[src/rtl/boson_capture.sv]
// ---------------------------------------------------------------------------
// boson_capture
//
// Captures the parallel CMOS video port of a Boson thermal core into the
// system clock domain. The camera pins are synchronized into clk and sampled
// once per camera pixel clock rising edge. A small state machine frames the
// video, and the pixels are delivered as a valid/ready stream through a
// pixel FIFO that tags each beat with start-of-frame and end-of-line.
//
// A one-entry hold register delays every pixel by one sample. This lets the
// end-of-line flag be attached to the last pixel of a line when VALID falls
// (or VSYNC falls) on the following sample.
//
// Parameters
//   LINE_WIDTH   expected valid pixels per line
//   FRAME_LINES  expected active lines per frame
//   FIFO_DEPTH   output FIFO entries (power of two, >= 2)
//
// Ports
//   clk            system clock (at least 4x CMOS_CLK)
//   reset          synchronous, active-high reset
//   CMOS_CLK       camera pixel clock, asynchronous to clk
//   CMOS_VSYNC     low during vertical blanking, high during a frame
//   CMOS_HSYNC     low during horizontal sync
//   CMOS_VALID     high while CMOS_DQ carries a pixel
//   CMOS_DQ[15:0]  pixel data, changes on the CMOS_CLK falling edge
//   m_data[15:0]   output pixel
//   m_sof          output beat is the first pixel of a frame
//   m_eol          output beat is the last pixel of a line
//   m_valid        output beat available (FIFO non-empty)
//   m_ready        consumer accepts the beat when m_valid is also high
//   overflow       sticky: a pixel was dropped because the FIFO was full
//   geom_err       sticky: a line length or line count mismatch was seen
//   frame_count    completed frames (statistics build only, else 0)
//   last_line_len  pixels in the most recent line (statistics build only)
//
// Build option
//   BOSON_CAPTURE_STATS_EN  when defined, frame_count and last_line_len are
//                           maintained; when undefined both read as 0 and
//                           their counters are not built.
// ---------------------------------------------------------------------------
module boson_capture #(
  parameter int LINE_WIDTH  = 320,
  parameter int FRAME_LINES = 256,
  parameter int FIFO_DEPTH  = 16
) (
  input  logic        clk,
  input  logic        reset,
  input  logic        CMOS_CLK,
  input  logic        CMOS_VSYNC,
  input  logic        CMOS_HSYNC,
  input  logic        CMOS_VALID,
  input  logic [15:0] CMOS_DQ,
  output logic [15:0] m_data,
  output logic        m_sof,
  output logic        m_eol,
  output logic        m_valid,
  input  logic        m_ready,
  output logic        overflow,
  output logic        geom_err,
  output logic [15:0] frame_count,
  output logic [15:0] last_line_len
);

  localparam int          AW            = $clog2(FIFO_DEPTH);
  localparam logic [15:0] LINE_WIDTH_W  = 16'(LINE_WIDTH);
  localparam logic [15:0] FRAME_LINES_W = 16'(FRAME_LINES);

  localparam logic [1:0] ST_WAIT_BLANK = 2'd0;
  localparam logic [1:0] ST_WAIT_FRAME = 2'd1;
  localparam logic [1:0] ST_ACTIVE     = 2'd2;

  function automatic logic [15:0] sat_inc(input logic [15:0] v);
    return (v == 16'hFFFF) ? v : v + 16'd1;
  endfunction

  // -------------------------------------------------------------------------
  // Input synchronizer and pixel clock edge detect
  // -------------------------------------------------------------------------
  // All camera signals share one two-flop chain, so the synchronized data
  // lines up with the synchronized pixel clock. DQ changes on the falling
  // edge, so it has been stable for half a pixel period when the rising
  // edge is seen here.
  logic [19:0] cmos_in;
  logic [19:0] sync1_reg;
  logic [19:0] sync2_reg;
  logic        cmos_clk_prev_reg;

  assign cmos_in = {CMOS_CLK, CMOS_VSYNC, CMOS_HSYNC, CMOS_VALID, CMOS_DQ};

  always_ff @(posedge clk) begin
    if (reset) begin
      sync1_reg         <= '0;
      sync2_reg         <= '0;
      cmos_clk_prev_reg <= 1'b0;
    end else begin
      sync1_reg         <= cmos_in;
      sync2_reg         <= sync1_reg;
      cmos_clk_prev_reg <= sync2_reg[19];
    end
  end

  logic        s_clk;
  logic        s_vsync;
  logic        s_hsync;
  logic        s_valid;
  logic [15:0] s_dq;
  logic        strobe;

  assign s_clk   = sync2_reg[19];
  assign s_vsync = sync2_reg[18];
  assign s_hsync = sync2_reg[17];
  assign s_valid = sync2_reg[16];
  assign s_dq    = sync2_reg[15:0];

  // One clk-wide strobe per camera pixel clock rising edge.
  assign strobe = s_clk & ~cmos_clk_prev_reg;

  // HSYNC travels through the synchronizer with the other pins, but line
  // framing is taken from VALID alone.
  logic unused_hsync;
  assign unused_hsync = s_hsync;

  // -------------------------------------------------------------------------
  // Framing state machine
  // -------------------------------------------------------------------------
  logic [1:0]  state_reg,      state_next;
  logic        hold_valid_reg, hold_valid_next;
  logic [15:0] hold_data_reg,  hold_data_next;
  logic [15:0] pix_count_reg,  pix_count_next;
  logic [15:0] line_count_reg, line_count_next;
  logic        sof_pending_reg, sof_pending_next;
  logic        geom_err_reg,   geom_err_next;
  logic        push;
  logic        push_eol;
  logic        push_sof;
  logic        line_end;
  logic        frame_done;

  always_comb begin
    state_next       = state_reg;
    hold_valid_next  = hold_valid_reg;
    hold_data_next   = hold_data_reg;
    pix_count_next   = pix_count_reg;
    line_count_next  = line_count_reg;
    sof_pending_next = sof_pending_reg;
    geom_err_next    = geom_err_reg;
    push             = 1'b0;
    push_eol         = 1'b0;
    line_end         = 1'b0;
    frame_done       = 1'b0;

    if (strobe) begin
      case (state_reg)
        ST_WAIT_BLANK: begin
          if (!s_vsync) begin
            state_next = ST_WAIT_FRAME;
          end
        end

        ST_WAIT_FRAME: begin
          if (s_vsync) begin
            state_next       = ST_ACTIVE;
            line_count_next  = '0;
            pix_count_next   = '0;
            hold_valid_next  = 1'b0;
            sof_pending_next = 1'b1;
          end
        end

        ST_ACTIVE: begin
          // The hold register is occupied exactly when the previous sample
          // had VALID=1, so a held pixel meeting VALID=0 or VSYNC=0 closes
          // the line. This runs before frame completion is judged, so a line
          // cut short by VSYNC is still counted.
          if (hold_valid_reg && (!s_vsync || !s_valid)) begin
            push            = 1'b1;
            push_eol        = 1'b1;
            line_end        = 1'b1;
            hold_valid_next = 1'b0;
            pix_count_next  = '0;
            line_count_next = sat_inc(line_count_reg);
            if (pix_count_reg != LINE_WIDTH_W) begin
              geom_err_next = 1'b1;
            end
          end

          if (!s_vsync) begin
            state_next = ST_WAIT_FRAME;
            frame_done = 1'b1;
            if (line_count_next != FRAME_LINES_W) begin
              geom_err_next = 1'b1;
            end
          end else if (s_valid) begin
            // A new pixel displaces the held one, which is not a line end.
            if (hold_valid_reg) begin
              push     = 1'b1;
              push_eol = 1'b0;
            end
            hold_valid_next = 1'b1;
            hold_data_next  = s_dq;
            pix_count_next  = sat_inc(pix_count_reg);
          end
        end

        default: begin
          state_next = ST_WAIT_BLANK;
        end
      endcase
    end

    // The first beat offered to the FIFO in a frame carries sof.
    if (push) begin
      sof_pending_next = 1'b0;
    end
  end

  assign push_sof = sof_pending_reg;

  always_ff @(posedge clk) begin
    if (reset) begin
      state_reg       <= ST_WAIT_BLANK;
      hold_valid_reg  <= 1'b0;
      hold_data_reg   <= '0;
      pix_count_reg   <= '0;
      line_count_reg  <= '0;
      sof_pending_reg <= 1'b0;
      geom_err_reg    <= 1'b0;
    end else begin
      state_reg       <= state_next;
      hold_valid_reg  <= hold_valid_next;
      hold_data_reg   <= hold_data_next;
      pix_count_reg   <= pix_count_next;
      line_count_reg  <= line_count_next;
      sof_pending_reg <= sof_pending_next;
      geom_err_reg    <= geom_err_next;
    end
  end

  assign geom_err = geom_err_reg;

  // -------------------------------------------------------------------------
  // Output pixel FIFO
  // -------------------------------------------------------------------------
  // Pointers carry one extra wrap bit to tell full from empty. The head
  // entry is read combinationally so that m_valid tracks non-empty with no
  // extra storage stage; total capacity is exactly FIFO_DEPTH beats.
  logic [17:0]   mem [FIFO_DEPTH];
  logic [AW:0]   wr_ptr_reg;
  logic [AW:0]   rd_ptr_reg;
  logic          fifo_empty;
  logic          fifo_full;
  logic          pop;
  logic          push_ok;
  logic          overflow_reg;
  logic [17:0]   head_word;

  assign fifo_empty = (wr_ptr_reg == rd_ptr_reg);
  assign fifo_full  = (wr_ptr_reg[AW] != rd_ptr_reg[AW]) &&
                      (wr_ptr_reg[AW-1:0] == rd_ptr_reg[AW-1:0]);
  assign pop        = !fifo_empty && m_ready;
  // A pop in the same cycle frees a slot, so a push into a full FIFO is
  // still accepted then.
  assign push_ok    = push && (!fifo_full || pop);

  always_ff @(posedge clk) begin
    if (push_ok) begin
      mem[wr_ptr_reg[AW-1:0]] <= {push_sof, push_eol, hold_data_reg};
    end
  end

  always_ff @(posedge clk) begin
    if (reset) begin
      wr_ptr_reg   <= '0;
      rd_ptr_reg   <= '0;
      overflow_reg <= 1'b0;
    end else begin
      if (push_ok) begin
        wr_ptr_reg <= wr_ptr_reg + 1'b1;
      end
      if (pop) begin
        rd_ptr_reg <= rd_ptr_reg + 1'b1;
      end
      if (push && !push_ok) begin
        overflow_reg <= 1'b1;
      end
    end
  end

  assign head_word = mem[rd_ptr_reg[AW-1:0]];
  assign m_valid   = !fifo_empty;
  // Gate the head so the outputs read zero whenever nothing is queued,
  // including straight after reset when the storage is undefined.
  assign m_data    = m_valid ? head_word[15:0] : 16'd0;
  assign m_eol     = m_valid & head_word[16];
  assign m_sof     = m_valid & head_word[17];
  assign overflow  = overflow_reg;

  // -------------------------------------------------------------------------
  // Optional statistics
  // -------------------------------------------------------------------------
`ifdef BOSON_CAPTURE_STATS_EN
  logic [15:0] frame_count_reg;
  logic [15:0] last_line_len_reg;
  logic        frame_ok;

  assign frame_ok = frame_done && (line_count_next == FRAME_LINES_W);

  always_ff @(posedge clk) begin
    if (reset) begin
      frame_count_reg   <= '0;
      last_line_len_reg <= '0;
    end else begin
      if (frame_ok) begin
        frame_count_reg <= frame_count_reg + 16'd1;
      end
      if (line_end) begin
        last_line_len_reg <= pix_count_reg;
      end
    end
  end

  assign frame_count   = frame_count_reg;
  assign last_line_len = last_line_len_reg;
`else
  logic unused_stats;
  assign unused_stats  = frame_done ^ line_end;
  assign frame_count   = 16'd0;
  assign last_line_len = 16'd0;
`endif

endmodule
[config.mk]
export PLATFORM = sky130hd
export DESIGN_NAME = boson_capture
export DESIGN_NICKNAME = d
export VERILOG_FILES = /design/src/rtl/boson_capture.sv
export SDC_FILE = /design/constraint.sdc
export NUM_CORES = 1
export LEC_CHECK = 0
export CORE_AREA = 10 10 236 216
export DETAILED_ROUTE_END_ITERATION = 10
export DIE_AREA = 0 0 246 226
export PLACE_DENSITY = 0.59
export RECOVER_POWER = 25
export SYNTH_ARGS = -nofsm -noshare
export SYNTH_HDL_FRONTEND = slang
export SYNTH_SLANG_ARGS = --single-unit
[constraint.sdc]
create_clock -name clk -period 4.2 [get_ports clk]
set_clock_uncertainty 0.1 [all_clocks]
set_input_delay 0.84 -clock clk [delete_from_list [all_inputs] [get_ports clk]]
set_output_delay 0.84 -clock clk [all_outputs]
set_load 0.02 [all_outputs]
==> reports/results.txt <==
The run finished with clean final reports. For the leakage power summed over all cells, the log shows 5.96 nW. The number of buffer and inverter stages on the critical path is 2, and the total wire length after detailed routing is 33000 um. The post-synthesis share of cell area spent on and, or, nand and nor gates was 0.0884; the portion of netlist area occupied by mux cells was 0.113. For the post-DP HPWL, the log shows 20800 um.

Traced cell by cell, the critical path runs through buf_12 > mux4_2 > nor2b_1 > a211oi_1 > a211oi_1 > clkdlybuf4s50_1. Wire segments on met3 add up to 1510 um in the final route. The final hold violation count is 0, and the initial cell density of the core is 0.345.

The share of final-layout standard cells stronger than drive strength 1 is 0.177, and the clock-pin slew on the worst setup and hold paths is 0.06 ns. Fraction of the mapped netlist area in compound gates: 0.0667. At the pin with the least slew margin, the transition time is 1.05 ns. Cell seen most often among critical-path stages: a211oi_1.

Total negative setup slack: 0 ns. The normalized max-slew margin was 0.299. In the detailed route, the total length drawn on met2 is 15700 um. By area the synthesized netlist is led by edfxtp_1 (54%), dfxtp_1 (13%), mux4_2 (10%), nor2b_1 (2.3%), a211oi_1 (1.9%).

The number of iterations in the first detailed-routing pass is 5, and the instance count of the mapped netlist is 1042. The die height is 226 um. For the finished layout, the period the worst path requires is 4.03 ns.

The tools report the final-stage net count as 1147. The peak per-stage delay on the critical path was 0.60 ns; the number of top-level design ports was 76. Setup repair after global routing left no endpoint under its margin.

After floorplanning, the core was divided into 75 placement rows. Critical path capture point type: an output pin. The congestion estimate from routability-driven global placement came to 0.771. For this run, design rule violations remaining after detail routing come to 0. The diode insertion count for antenna repair came out at 0. The routed layout has 8781 vias. The area growth from synthesis to layout is 16.1%.

The maximum VDD drop was 0.300 mV; the share of the synthesized area in the top cell type was 0.544. The number of antenna violations at the first check in global routing is 0, and the top fanout value on the critical path is 15. The sequential cell area fraction in the yosys report is 0.679, and the total of endpoints with negative setup slack in the final report is 0. The floorplan step defined a die boundary enclosing 55600 um2. The tool flagged a number of max-cap violations equal to 0. The adder and majority gate portion of the synthesized area works out to 0.00944. After filler insertion, the fill cell instance count of the layout stands at 4199. After the first detailed-routing iteration, the DRC count stood at 558. After synthesis the netlist holds a flip-flop and latch count of 395.

The share of synthesized registers carrying an async set or reset is 0. Hold timing on the final database bottoms out at a slack of 0.331 ns. In this run the cell area of the synthesized design comes to 15900 um2. The longest clock path from root to sink contains 3 buffers.

The path class of the lowest-slack min-delay path was flip-flop to flip-flop. The tools report the final count of pins violating max slew as 0. The buffer cell driving the clock tree root is clkbuf_16. The leading cell type in the layout, fill and taps excluded was edfxtp_1. Measured along the x axis, the die boundary spans 246 um. The logs give 8645 for the via count of the first global-routing pass and 248 MHz for the fmax.

The average vias per placed instance works out to 4.99. The number of flip-flops in the largest register works out to 288. The post-route clock period utilization was 0.959; the detailed-route wire length per cell was 18.7 um.

In this run the power density over the cells is 418 nW/um2. The netlist uses 61 different library cells. Clock latency on the worst-skew pair, taken at its later pin, is 0.53 ns.

The number of H-tree levels was 2. The library cells used most frequently in the layout, excluding fill and tap cells, are edfxtp_1 (288), dfxtp_1 (104), mux4_2 (72), nor2b_1 (59), nand2_1 (59). TritonCTS built the clock tree. For this run, the number of Yosys warnings is 0. For the worst setup path, the data arrival time is 3.09 ns. The library cell occupying the most area in the post-synthesis netlist was edfxtp_1. The run gives 46100 um2 as the area of the core. The global-route usage over all layers is 0.117. The count of clock tree sinks was 395. The tools report the global-route wire length before repair as 51200 um. The routed metal-1 wire length was 15200 um. Yosys mapped a number of flops with a built-in enable equal to 288. The total clock buffers created by CTS is 41, and the pin count of the biggest net entering global routing is 105.

The standard cell with the maximum stage delay on the critical path is clkdlybuf4s50_1. The classification of the worst setup path is flip-flop to output pin. The most frequently used flop master after synthesis was edfxtp_1. The xor/xnor share of the synthesized area came out at 0.00936.

The largest family of logic cells by synthesized area was multiplexers. In this run the top signal layer used is met4. A synthesized cell averages 15.3 um2.

In this design, the largest share of critical-path delay is due to buffers and inverters. The required time reported for the critical path endpoint was 3.26 ns; the remaining global-route overflow was 0. For the post-route antenna net violation count, the log shows 0. The worst setup path is launched from a flip-flop.

The count of hold-fix buffers inserted at cts is 0. The number of buffers added on ports works out to 42.
## metal layers
metal | global-route usage | vias up
li1 | - | 4097
met1 | 0.161 | 4457
met2 | 0.187 | 175
met3 | 0.0219 | 52
met4 | 0.0298 | 0
met5 | 0 | -
## through the flow
stage                     setup WS (ns)  power (mW)   util  instance area [um2]  instances
after floorplan                   0.887        4.31      -                16000       1073
after CTS                        0.0385        7.78  0.401                18500       1759
after global routing             0.0315        7.97  0.401                18500       1759
final                             0.174        7.71  0.401                18500       1759
after global placement            0.554        4.32  0.372                17200       1685
after detailed placement          0.519        4.32  0.372                17200       1685
## power breakdown
| group | internal, mW | total (mW) | switching [mW] |
|---|---|---|---|
| Combinational | 0.0288 | 0.0816 | 0.0528 |
| Sequential | 4.14 | 4.15 | 0.00621 |
| Clock | 2.05 | 3.48 | 1.44 |
## Yosys cell counts, drive strengths merged (2+ instances only)
library cell  number
nor3              21
mux2i             18
a32oi              2
and3               7
nand2b             4
and4               4
or3                2
a2111oi            2
xor2              10
a21o               3
a21oi             50
clkbuf            32
o211ai             2
dfxtp            107
and2               7
xnor2              7
a41oi              3
nor3b              2
o31ai              3
inv               12
a311oi             7
nor2              56
nand2             59
a22oi              5
nand4              9
a21boi             2
or4                3
buf               57
mux4              72
nand4b             2
ha                12
nand3             25
a31oi             13
edfxtp           288
nor2b             59
nor4               2
a211oi            41
o21ai             20
## worst register-to-register path, delay by kind of cell, from the launching register on
| kind | cells | cell delay (ns) |
|---|---|---|
| AO/OA/AOI/OAI | 3 | 1.26 |
| AND/OR/NAND/NOR | 1 | 0.65 |
| flip-flops | 1 | 0.39 |
| adder cells (fa/ha/maj) | 1 | 0.24 |
| buffers and inverters | 1 | 0.08 |
## cell families (layout without fill, tap and decap cells)
kind of cell / Yosys count / in the layout
other cells: 1 / 32
flops: 395 / 395
xor+xnor: 17 / 17
simple gates: 265 / 265
fa+ha+maj: 12 / 12
compound gates: 161 / 161
mux: 90 / 90
buf+inv: 101 / 171
## final cells by class
cell class / count / area, um2 / share of cell area
repair buffers: 85 / 816 / 0.0442
well taps: 616 / 771 / 0.0417
multi-input cells: 577 / 4730 / 0.256
flip-flops and latches: 395 / 10800 / 0.585
clock inverters: 20 / 190 / 0.0103
clock buffers: 54 / 1110 / 0.0599
inverters: 12 / 45.0 / 0.00244
## repair_timing
action                     4_1_cts  5_1_grt
setup endpoints to repair        1        1
gates resized for setup          1        1
buffers inserted                 0        0
## path summary, 6_finish.rpt
check                                    to                 startpoint  slack (ns)  depth (start not counted)
max                              m_data[14]                  flip-flop        0.17                          6
min          hold_data_reg[14]$_SDFFE_PP0P_   sync2_reg[14]$_SDFF_PP0_        0.33                          2
max reg2reg  pix_count_reg[11]$_SDFFE_PP0P_  state_reg[1]$_SDFFE_PP0P_        1.41                          6
min reg2reg  hold_data_reg[14]$_SDFFE_PP0P_   sync2_reg[14]$_SDFF_PP0_        0.33                          2
Power figures use the tool's default switching activity.
